--- config.mk ---
export PLATFORM = sky130hd
export DESIGN_NAME = wb_fpga_cfg_loader_flat
export DESIGN_NICKNAME = d
export VERILOG_FILES = /design/src/rtl/wb_fpga_cfg_loader_if.sv /design/src/rtl/wb_fpga_cfg_loader.sv /design/src/flat_wrapper.sv
export SDC_FILE = /design/constraint.sdc
export NUM_CORES = 1
export LEC_CHECK = 0
export ABC_AREA = 1
export BUFFER_PORTS_ARGS = -buffer_cell sky130_fd_sc_hd__buf_2
export CAP_MARGIN = 20
export CORE_MARGIN = 4
export CORE_UTILIZATION = 38
export DETAILED_ROUTE_END_ITERATION = 10
export MAX_ROUTING_LAYER = met4
export PLACE_DENSITY = 0.63
export SLEW_MARGIN = 20
export SYNTH_ARGS = -nofsm -noshare
export SYNTH_HDL_FRONTEND = slang
export SYNTH_SLANG_ARGS = --single-unit
--- constraint.sdc ---
create_clock -name clock -period 3.9 [get_ports clock]
set_input_delay 0.195 -clock clock [delete_from_list [all_inputs] [get_ports clock]]
set_output_delay 0.195 -clock clock [all_outputs]
set_load 0.01 [all_outputs]
--- src/rtl/wb_fpga_cfg_loader_if.sv ---
// Management Wishbone bus as seen by the configuration loader slave.
interface wb_fpga_cfg_loader_if;
  logic        wbs_cyc_i;
  logic        wbs_stb_i;
  logic        wbs_we_i;
  logic [3:0]  wbs_sel_i;
  logic [31:0] wbs_adr_i;
  logic [31:0] wbs_dat_i;
  logic        wbs_ack_o;
  logic [31:0] wbs_dat_o;

  modport master (
    output wbs_cyc_i, wbs_stb_i, wbs_we_i, wbs_sel_i, wbs_adr_i, wbs_dat_i,
    input  wbs_ack_o, wbs_dat_o
  );

  modport slave (
    input  wbs_cyc_i, wbs_stb_i, wbs_we_i, wbs_sel_i, wbs_adr_i, wbs_dat_i,
    output wbs_ack_o, wbs_dat_o
  );
endinterface

--- src/rtl/wb_fpga_cfg_loader.sv ---
// Wishbone-programmed FPGA configuration loader: buffers 32-bit words in a FIFO and
// shifts them MSB-first onto the fabric configuration chain under a divided shift clock.
module wb_fpga_cfg_loader #(
  parameter logic [31:0] BASE_ADDR  = 32'h3000_0000,
  parameter int unsigned CLK_DIV    = 2,
  parameter int unsigned FIFO_DEPTH = 4
) (
  input  logic                clock,
  input  logic                reset,
  wb_fpga_cfg_loader_if.slave wbs,
  output logic                cfg_clk_o,
  output logic                cfg_data_o,
  output logic                cfg_en_o,
  output logic                cfg_done_o
);

  localparam int unsigned AW = $clog2(FIFO_DEPTH);
  localparam int unsigned DW = (CLK_DIV > 1) ? $clog2(CLK_DIV) : 1;
  localparam logic [DW-1:0] DivLast  = DW'(CLK_DIV - 1);
  localparam logic [AW:0]   FifoFull = FIFO_DEPTH[AW:0];

  localparam logic [7:0] OffCtrl   = 8'h00;
  localparam logic [7:0] OffStatus = 8'h04;
  localparam logic [7:0] OffData   = 8'h08;
  localparam logic [7:0] OffBitcnt = 8'h0C;

  typedef enum logic [1:0] {StIdle, StLoad, StLo, StHi} state_e;

  // Bus decode
  logic        w_hit;
  logic        w_acc;
  logic        w_wr;
  logic        w_data_wr;
  logic        w_stall;
  logic        w_push;
  logic        w_ctrl_wr;
  logic        w_abort;
  logic        w_go;
  logic        w_fin;
  logic [31:0] w_rdata;
  logic        w_unused_sel;

  // FIFO
  logic [31:0] r_mem [FIFO_DEPTH];
  logic [AW-1:0] r_wptr;
  logic [AW-1:0] r_rptr;
  logic [AW:0]   r_count;
  logic [31:0]   w_count32;
  logic          w_full;
  logic          w_empty;
  logic          w_pop;
  logic [31:0]   w_head;

  // Control and shifter
  state_e        r_state;
  logic [31:0]   r_sr;
  logic [5:0]    r_bits_left;
  logic [DW-1:0] r_div;
  logic          r_cfg_clk;
  logic          r_cfg_data;
  logic          r_enable;
  logic          r_finish;
  logic          r_done;
  logic [31:0]   r_bitcnt;
  logic          r_ack;
  logic [31:0]   r_dat;
  logic          w_busy;

  assign w_unused_sel = ^wbs.wbs_sel_i;

  assign w_hit     = wbs.wbs_cyc_i & wbs.wbs_stb_i & (wbs.wbs_adr_i[31:8] == BASE_ADDR[31:8]);
  assign w_acc     = w_hit & ~r_ack;
  assign w_wr      = w_acc & wbs.wbs_we_i;
  assign w_data_wr = w_wr & (wbs.wbs_adr_i[7:0] == OffData);
  // Full is sampled before this cycle's pop, so a stalled write lands one cycle after a pop.
  assign w_stall   = w_data_wr & w_full;
  assign w_push    = w_data_wr & ~w_full;
  assign w_ctrl_wr = w_wr & (wbs.wbs_adr_i[7:0] == OffCtrl);
  assign w_abort   = w_ctrl_wr & wbs.wbs_dat_i[2];
  assign w_go      = w_ctrl_wr & wbs.wbs_dat_i[0] & ~wbs.wbs_dat_i[2];
  assign w_fin     = w_ctrl_wr & wbs.wbs_dat_i[1] & ~wbs.wbs_dat_i[2];

  assign w_full    = (r_count == FifoFull);
  assign w_empty   = (r_count == '0);
  assign w_pop     = (r_state == StLoad) & ~w_empty;
  assign w_head    = r_mem[r_rptr];
  assign w_count32 = 32'(r_count);
  assign w_busy    = (r_state != StIdle);

  always_comb begin
    w_rdata = '0;
    case (wbs.wbs_adr_i[7:0])
      OffCtrl:   w_rdata = {29'b0, 1'b0, r_finish, r_enable};
      OffStatus: w_rdata = {24'b0, w_count32[3:0], r_done, w_empty, w_full, w_busy};
      OffBitcnt: w_rdata = r_bitcnt;
      default:   w_rdata = '0;
    endcase
  end

  always_ff @(posedge clock or posedge reset) begin
    if (reset) begin
      r_ack <= 1'b0;
      r_dat <= '0;
    end else begin
      r_ack <= w_acc & ~w_stall;
      r_dat <= (w_acc & ~wbs.wbs_we_i) ? w_rdata : '0;
    end
  end

  always_ff @(posedge clock) begin
    if (w_push) begin
      r_mem[r_wptr] <= wbs.wbs_dat_i;
    end
  end

  always_ff @(posedge clock or posedge reset) begin
    if (reset) begin
      r_wptr  <= '0;
      r_rptr  <= '0;
      r_count <= '0;
    end else if (w_abort) begin
      r_wptr  <= '0;
      r_rptr  <= '0;
      r_count <= '0;
    end else begin
      if (w_push) begin
        r_wptr <= r_wptr + 1'b1;
      end
      if (w_pop) begin
        r_rptr <= r_rptr + 1'b1;
      end
      case ({w_push, w_pop})
        2'b10:   r_count <= r_count + 1'b1;
        2'b01:   r_count <= r_count - 1'b1;
        default: r_count <= r_count;
      endcase
    end
  end

  always_ff @(posedge clock or posedge reset) begin
    if (reset) begin
      r_state     <= StIdle;
      r_sr        <= '0;
      r_bits_left <= '0;
      r_div       <= '0;
      r_cfg_clk   <= 1'b0;
      r_cfg_data  <= 1'b0;
      r_enable    <= 1'b0;
      r_finish    <= 1'b0;
      r_done      <= 1'b0;
      r_bitcnt    <= '0;
    end else begin
      unique case (r_state)
        StIdle: begin
          if (r_enable && !w_empty) begin
            r_state <= StLoad;
          end else if (r_finish && w_empty) begin
            r_done   <= 1'b1;
            r_finish <= 1'b0;
            r_enable <= 1'b0;
          end
        end
        StLoad: begin
          r_sr        <= w_head;
          r_cfg_data  <= w_head[31];
          r_bits_left <= 6'd32;
          r_div       <= '0;
          r_state     <= StLo;
        end
        StLo: begin
          if (r_div == DivLast) begin
            r_div     <= '0;
            r_cfg_clk <= 1'b1;
            r_state   <= StHi;
          end else begin
            r_div <= r_div + 1'b1;
          end
        end
        StHi: begin
          if (r_div == DivLast) begin
            r_div       <= '0;
            r_cfg_clk   <= 1'b0;
            r_sr        <= r_sr << 1;
            r_bitcnt    <= r_bitcnt + 32'd1;
            r_bits_left <= r_bits_left - 6'd1;
            if (r_bits_left == 6'd1) begin
              r_state <= (!w_empty && r_enable) ? StLoad : StIdle;
            end else begin
              r_cfg_data <= r_sr[30];
              r_state    <= StLo;
            end
          end else begin
            r_div <= r_div + 1'b1;
          end
        end
      endcase

      // Firmware writes override the sequencer; ABORT discards any partial word.
      if (w_abort) begin
        r_state   <= StIdle;
        r_enable  <= 1'b0;
        r_finish  <= 1'b0;
        r_cfg_clk <= 1'b0;
        r_div     <= '0;
      end else begin
        if (w_go) begin
          r_enable <= 1'b1;
          r_done   <= 1'b0;
          r_bitcnt <= '0;
        end
        if (w_fin) begin
          r_finish <= 1'b1;
        end
      end
    end
  end

  assign wbs.wbs_ack_o = r_ack;
  assign wbs.wbs_dat_o = r_dat;
  assign cfg_clk_o     = r_cfg_clk;
  assign cfg_data_o    = r_cfg_data;
  assign cfg_en_o      = r_enable;
  assign cfg_done_o    = r_done;

endmodule
--- src/flat_wrapper.sv ---
// flat-port wrapper written by rule: the top's interface ports become plain ports
module wb_fpga_cfg_loader_flat 
#(
  parameter logic [31:0] BASE_ADDR  = 32'h3000_0000,
  parameter int unsigned CLK_DIV    = 2,
  parameter int unsigned FIFO_DEPTH = 4
)
  (clock, reset, cfg_clk_o, cfg_data_o, cfg_en_o, cfg_done_o, wbs_wbs_cyc_i, wbs_wbs_stb_i, wbs_wbs_we_i, wbs_wbs_sel_i, wbs_wbs_adr_i, wbs_wbs_dat_i, wbs_wbs_ack_o, wbs_wbs_dat_o);
  wb_fpga_cfg_loader_if wbs_i ();
  input  logic clock;
  input  logic reset;
  output logic cfg_clk_o;
  output logic cfg_data_o;
  output logic cfg_en_o;
  output logic cfg_done_o;
  input wire logic [$bits(wbs_i.wbs_cyc_i)-1:0] wbs_wbs_cyc_i;
  input wire logic [$bits(wbs_i.wbs_stb_i)-1:0] wbs_wbs_stb_i;
  input wire logic [$bits(wbs_i.wbs_we_i)-1:0] wbs_wbs_we_i;
  input wire logic [$bits(wbs_i.wbs_sel_i)-1:0] wbs_wbs_sel_i;
  input wire logic [$bits(wbs_i.wbs_adr_i)-1:0] wbs_wbs_adr_i;
  input wire logic [$bits(wbs_i.wbs_dat_i)-1:0] wbs_wbs_dat_i;
  output wire logic [$bits(wbs_i.wbs_ack_o)-1:0] wbs_wbs_ack_o;
  output wire logic [$bits(wbs_i.wbs_dat_o)-1:0] wbs_wbs_dat_o;
  assign wbs_i.wbs_cyc_i = wbs_wbs_cyc_i;
  assign wbs_i.wbs_stb_i = wbs_wbs_stb_i;
  assign wbs_i.wbs_we_i = wbs_wbs_we_i;
  assign wbs_i.wbs_sel_i = wbs_wbs_sel_i;
  assign wbs_i.wbs_adr_i = wbs_wbs_adr_i;
  assign wbs_i.wbs_dat_i = wbs_wbs_dat_i;
  assign wbs_wbs_ack_o = wbs_i.wbs_ack_o;
  assign wbs_wbs_dat_o = wbs_i.wbs_dat_o;
  wb_fpga_cfg_loader #(.BASE_ADDR(BASE_ADDR), .CLK_DIV(CLK_DIV), .FIFO_DEPTH(FIFO_DEPTH)) u_core (.clock(clock), .reset(reset), .wbs(wbs_i), .cfg_clk_o(cfg_clk_o), .cfg_data_o(cfg_data_o), .cfg_en_o(cfg_en_o), .cfg_done_o(cfg_done_o));
endmodule
==> run summary, run 1 <==
largest net degree at the start of global routing -> 79
Fill cells -> 2,612
Multi-input gate area -> 0.00320 mm²
number of global-route vias before repair -> 7,582
library cell occupying the most area in the post-synthesis netlist -> sky130_fd_sc_hd__edfxtp_1
CTS tree -> yes
count of yosys warnings during synthesis -> 0
average vias per placed instance -> 4.87
sequential cell area -> 0.00677 mm²
number of design rule violations left after detail routing -> 0
Worst-path clk slew -> 0.06 ns
final number of setup-violating endpoints -> 0
Power Dens Cells -> 425 mW/mm²
kind of start point of the critical path -> flip-flop
1st-pass router iterations -> 7
Placeable Area -> 0.0272 mm²
period utilization -> 70.3%
number of cells upsized or downsized after cts -> 0
count of standard-cell rows -> 60
skew final -> 0.0217 ns
Max H-tree Level -> 1
async set-reset flop share out of synthesis -> 47.8%
area fraction of the dominant cell type after synthesis -> 36.4%
detailed-placement wirelength estimate -> 14,800 µm
critical path capture point type -> flip-flop
run status -> complete, no violations
number of DRC markers after the initial detailed-route iteration -> 500
library cell with the highest instance count after synthesis -> sky130_fd_sc_hd__nor2_1
RSZ-0062 raised after global routing -> false
chip height -> 175 µm
flip-flop and latch count after synthesis -> 245
number of synthesized flops with an enable pin -> 128
register area share after synthesis -> 64.0%
largest driver fanout on the critical path -> 9
cell chosen for the clock root -> sky130_fd_sc_hd__clkbuf_16
grt total ovfl -> 0
instance count of the mapped netlist -> 1,058
share of final-layout standard cells stronger than drive strength 1 -> 15.2%
Die X -> 175 µm
static leakage power -> 0.00555 µW
Hold Violations, Final -> 0
Placer Congestion -> 0.835
number of antenna violations at the first check in global routing -> 1
worst relative slew slack -> 36.3%
IO Count -> 110
post-DR wirelength/cell -> 14.8 µm
Tightest Pin Transition -> 0.950 ns
aggregate routed wire length -> 23,500 µm
class of the most critical hold timing path -> in2reg
sum of negative setup slack -> 0 ns
Post-synth top flop -> sky130_fd_sc_hd__edfxtp_1
PortBufs -> 105
Crit path required time -> 4.32 ns
maximum clock insertion buffer count -> 3
first-pass GRT wire length -> 39,300 µm
overall die area -> 0.0306 mm²
final hold slack -> 0.0458 ns
Setup Buffers After CTS -> 0
main area contributors after synthesis -> sky130_fd_sc_hd__edfxtp_1 36%, sky130_fd_sc_hd__dfrtp_1 28%, sky130_fd_sc_hd__nor2_1 6.5%
Post-CTS Hold Buffers -> 35
maximum operating frequency -> 0.365 GHz
Max Slew Vio Count -> 0
Unique masters post-synth -> 37
Mapped Nets -> 1,140
total routing resource utilization after global routing -> 15.9%
Vias -> 7,752
Commonest cells post-synth -> 182 x sky130_fd_sc_hd__nor2_1, 134 x sky130_fd_sc_hd__nand2_1, 128 x sky130_fd_sc_hd__edfxtp_1
number of max-cap violations -> 0
minimum clock period -> 2.74 ns
number of sinks on the clock net -> 245
antenna violation net count after detailed routing -> 0
endpoint arrival time on the critical path -> 3.16 ns
number of placed cells counting well taps -> 1,507
type of the setup path with the least slack -> reg2reg
number of clock buffers inserted by TritonCTS -> 26
Post-Syn Area -> 0.0106 mm²
peak supply drop -> 0.320 mV
P&R area growth vs syn -> 20.2%
Final nets -> 1,281
core occupancy in the finished layout -> 46.8%
non-filler instance count after layout -> 1,592
Worst-Skew Late Latency -> 0.54 ns
initial core utilization -> 38.9%
mean instance size in the synthesized netlist -> 9.99 µm²
[state kept, by name, summed over array words and instances, names as in the netlist]
signal	flops
u_core.cfg_clk_o	1
u_core.cfg_data_o	1
u_core.cfg_done_o	1
u_core.cfg_en_o	1
u_core.r_bitcnt	32
u_core.r_bits_left	6
u_core.r_count	3
u_core.r_div	1
u_core.r_finish	1
u_core.r_mem	128
u_core.r_rptr	2
u_core.r_sr	31
u_core.r_state	2
u_core.r_wptr	2
u_core.wbs.wbs_ack_o	1
u_core.wbs.wbs_dat_o	32
[path summary, 6_finish.rpt]
check                                           from                  endpoint  cells after the start  slack, ns
worst max register to register  u_core.wbs.wbs_ack_o         u_core.r_count[2]                     11       1.16
min in group asynchronous                      reset  u_core.wbs.wbs_dat_o[18]                      3       0.32
max in group asynchronous                      reset     u_core.r_bits_left[5]                      4       2.74
worst max-delay path            u_core.wbs.wbs_ack_o         u_core.r_count[2]                     11       1.16
worst min-delay path                wbs_wbs_adr_i[2]   u_core.wbs.wbs_dat_o[3]                      3       0.05
worst min register to register       u_core.r_sr[10]           u_core.r_sr[10]                      2       0.48
[cells by family (layout without fill, tap and decap cells)]
family | after synthesis | in the layout | share of synthesized area (%)
DFF | 245 | 245 | 64.0
and+or+nand+nor | 440 | 440 | 18.4
xor gates and xnor gates | 11 | 11 | 0.911
buffers and inverters | 162 | 323 | 5.87
AOI/OAI and AO/OA | 191 | 191 | 9.67
other | 0 | 1 | 0
adders and majority gates | 9 | 9 | 1.14
[area by class of cell]
class                           instances  area share, %
Clock inverter                         20           1.16
Sequential cell                       245           53.3
Timing Repair Buffer                  156           7.99
Multi-Input combinational cell        651           25.2
Tap cell                              372           3.66
Inverter                              119           3.55
Antenna cell                            1         0.0197
Clock buffer                           28           5.18
[power by group]
part           total [µW]  switching [µW]  internal, µW
registers            2890            54.5          2840
clock network        2290             993          1290
logic                 224             118           106
[per-layer routing]
layer,share of wire (%),up-vias,routed length [µm],track usage [%]
met2,46,186,10900,25.1
met3,5.1,41,1210,2.23
met5,0,-,0,-
li1,-,3854,-,-
met4,2.2,0,515,4.32
met1,46,3671,10900,21.9
[cell usage in the layout (no fill, tap or decap), types with 4 or more instances in the layout]
cell type / instances
sky130_fd_sc_hd__clkinv_2: 7
sky130_fd_sc_hd__o21ai_1: 16
sky130_fd_sc_hd__nor2_4: 4
sky130_fd_sc_hd__edfxtp_1: 128
sky130_fd_sc_hd__buf_2: 105
sky130_fd_sc_hd__nor3b_1: 4
sky130_fd_sc_hd__nand3_1: 41
sky130_fd_sc_hd__buf_4: 15
sky130_fd_sc_hd__nor2_1: 177
sky130_fd_sc_hd__o21ai_0: 117
sky130_fd_sc_hd__a21oi_1: 11
sky130_fd_sc_hd__nand2_1: 133
sky130_fd_sc_hd__dfrtp_1: 116
sky130_fd_sc_hd__clkinv_1: 10
sky130_fd_sc_hd__xor2_1: 10
sky130_fd_sc_hd__nand4_1: 17
sky130_fd_sc_hd__dlygate4sd3_1: 35
sky130_fd_sc_hd__o22ai_1: 41
sky130_fd_sc_hd__clkbuf_16: 26
sky130_fd_sc_hd__nor2_2: 7
sky130_fd_sc_hd__ha_1: 8
sky130_fd_sc_hd__inv_1: 116
sky130_fd_sc_hd__nor3_1: 39
[metrics by stage]
step	cell area [µm²]	setup slack, ns	power, µW
floorplan	10600	0.604	3040
global placement	11500	1.27	3130
detailed placement	11500	1.21	3140
CTS	12700	1.18	5460
global route	12700	0.925	5640
finish	12700	1.16	5400
[critical path, cell delays in order, from the launching register on]
cell                      delay [ns]
sky130_fd_sc_hd__dfrtp_1        0.38
sky130_fd_sc_hd__nor3_1         0.20
sky130_fd_sc_hd__nand3_1        0.13
sky130_fd_sc_hd__nor2_2         0.28
sky130_fd_sc_hd__nand4_1        0.44
sky130_fd_sc_hd__ha_1           0.37
sky130_fd_sc_hd__inv_1          0.12
sky130_fd_sc_hd__fa_1           0.21
sky130_fd_sc_hd__o21ai_0        0.10
sky130_fd_sc_hd__or2_2          0.28
sky130_fd_sc_hd__nand3_1        0.08
sky130_fd_sc_hd__inv_1          0.05
Power figures use the tool's default switching activity.
==> run 2, diff against run 1 <==
==> constraint.sdc (replaced) <==
create_clock -name clock -period 2.82 [get_ports clock]
set_input_delay 0.141 -clock clock [delete_from_list [all_inputs] [get_ports clock]]
set_output_delay 0.141 -clock clock [all_outputs]
set_load 0.01 [all_outputs]
==> run 2 against run 1 <==
Net effect:
- die area stayed put
- setup slack got worse by 0.68 ns
- non-clock buffer count up 7
- hold slack got worse by 0.0086 ns
- highest routed layer unchanged
- clock power rose by 52%
- cell count rose by 0.38%
- routed wire length is 2.4% higher
- count of clock-buffer cells in the layout rose by 9
==> run summary, run 2 (synthesized netlist as in run 1, its figures left out) <==
period utilization -> 82.9%
Final nets -> 1,288
minimum clock period -> 2.34 ns
Placed Area -> 0.0117 mm²
post-route cell area -> 0.0129 mm²
run status -> complete, no violations
Die X -> 175 µm
endpoint arrival time on the critical path -> 2.76 ns
buffers plus inverters on the worst setup path -> 3
detailed-placement wirelength estimate -> 15,000 µm
kind of start point of the critical path -> flip-flop
number of antenna violations at the first check in global routing -> 0
Largest register FFs -> 128
class of the most critical hold timing path -> in2reg
Crit path required time -> 3.24 ns
CTS tree -> yes
worst relative slew slack -> 48.2%
aggregate routed wire length -> 24,100 µm
post-DR wirelength/cell -> 15.1 µm
Placer Congestion -> 0.842
PortBufs -> 105
Post-CTS Hold Buffers -> 37
antenna cell count -> 0
grt total ovfl -> 0
P&R area growth vs syn -> 22.3%
largest driver fanout on the critical path -> 4
slowest library cell on the worst path -> sky130_fd_sc_hd__dfrtp_1
leading cell type in the layout, fill and taps excluded -> sky130_fd_sc_hd__nor2_1
final number of setup-violating endpoints -> 0
number of cells on the worst reg-to-reg path -> 11
total power consumption of the routed design -> 7780 µW
cell chosen for the clock root -> sky130_fd_sc_hd__clkbuf_16
IO Count -> 110
critical path capture point type -> flip-flop
static leakage power -> 0.00565 µW
chip height -> 175 µm
peak supply drop -> 0.403 mV
stage delay of the slowest cell on the critical path -> 0.41 ns
number of max-cap violations -> 0
Most Frequent Cell on Critical Path -> sky130_fd_sc_hd__inv_1
number of sinks on the clock net -> 245
Max Slew Vio Count -> 0
family with the most delay on the worst path -> simple AND/OR/NAND/NOR gates
antenna violation net count after detailed routing -> 0
RSZ-0062 raised after global routing -> false
Global Route met2 Usage -> 25.6%
number of DRC markers after the initial detailed-route iteration -> 487
maximum operating frequency -> 0.428 GHz
non-filler instance count after layout -> 1,598
number of cells upsized or downsized after cts -> 0
most frequent cells in the layout -> 177 x sky130_fd_sc_hd__nor2_1, 134 x sky130_fd_sc_hd__nand2_1, 128 x sky130_fd_sc_hd__edfxtp_1, 117 x sky130_fd_sc_hd__o21ai_0, 117 x sky130_fd_sc_hd__inv_1
worst path setup slack after routing -> 0.482 ns
number of design rule violations left after detail routing -> 0
cells traversed along the worst timing path -> nor3_1, inv_1, nand4_1, ha_1, inv_1, fa_1, a21oi_1, o21ai_0, or2_2, nand3_1, inv_1
total routing resource utilization after global routing -> 16.2%
1st-pass router iterations -> 5
Setup Buffers After CTS -> 0
Placeable Area -> 0.0272 mm²
Max H-tree Level -> 1
number of clock buffers inserted by TritonCTS -> 26
sum of negative setup slack -> 0 ns
GR peak layer -> met2
initial core utilization -> 38.9%
cell depth of the worst min-delay path -> 6
Most flops, register -> u_core.r_mem
Hold Violations, Final -> 0
Power Dens Cells -> 602 mW/mm²
number of global-route vias before repair -> 7,663
largest net degree at the start of global routing -> 118
number of placed cells counting well taps -> 1,513
worst slack at placement -> 0.496 ns
skew final -> 0.0242 ns
number of stages on the worst setup path -> 11
Tightest Pin Transition -> 0.776 ns
count of standard-cell rows -> 60
Worst-path clk slew -> 0.06 ns
type of the setup path with the least slack -> reg2reg
Worst-Skew Late Latency -> 0.54 ns
maximum clock insertion buffer count -> 3
share of final-layout standard cells stronger than drive strength 1 -> 16.0%
GR Util met3 -> 2.55%
first-pass GRT wire length -> 39,800 µm
fraction of met1 tracks used by global routing -> 22.5%
average vias per placed instance -> 4.87
overall die area -> 0.0306 mm²
Vias -> 7,779
## run 2: layout make-up
class | count | area [µm²]
clock buffer | 37 | 772
inverter | 119 | 450
clock inverter | 11 | 134
fill | 2538 | 14200
timing repair buffer | 163 | 1140
tap | 372 | 465
sequential | 245 | 6770
multi-input combinational | 651 | 3190
## run 2: routing by layer
layer,part of all wire (%),wire length (µm),vias to the layer above
met4,1.3,311,0
met2,46,11200,153
met3,4.6,1100,26
met1,48,11500,3727
li1,-,-,3873
met5,0,0,-
## run 2: worst paths after layout
check / from / end / slack [ns]
worst max-delay path: u_core.r_count[1] / u_core.r_count[2] / 0.48
worst min-delay path: wbs_wbs_adr_i[26] / u_core.wbs.wbs_ack_o / 0.04
worst max register to register: u_core.r_count[1] / u_core.r_count[2] / 0.48
worst min register to register: u_core.r_sr[8] / u_core.r_sr[8] / 0.48
max in group asynchronous: reset / u_core.r_rptr[0] / 1.96
min in group asynchronous: reset / u_core.wbs.wbs_dat_o[25] / 0.31
## run 2: where the power goes
| group | switching, µW | leakage, µW | total [µW] | internal (µW) |
|---|---|---|---|---|
| Combinational | 165 | 0.00251 | 312 | 147 |
| Sequential | 72.8 | 0.00269 | 4000 | 3920 |
| Clock | 1380 | 0.000443 | 3480 | 2100 |
## run 2: tightest hold or removal path: stages
cell and delay, ns:
sky130_fd_sc_hd__buf_2 0.09, sky130_fd_sc_hd__nor3_1 0.05, sky130_fd_sc_hd__nand3_1 0.07, sky130_fd_sc_hd__nor2_2 0.07, sky130_fd_sc_hd__inv_1 0.05, sky130_fd_sc_hd__a31oi_1 0.04
## run 2: stage by stage
stage          utilization [%]  hold WS, ns
5_1_grt                   47.6       0.0799
3_3_place_gp              42.9        0.355
3_5_place_dp              42.9        0.362
2_1_floorplan                -        0.240
4_1_cts                   47.6       0.0271
6_report                  47.6       0.0372
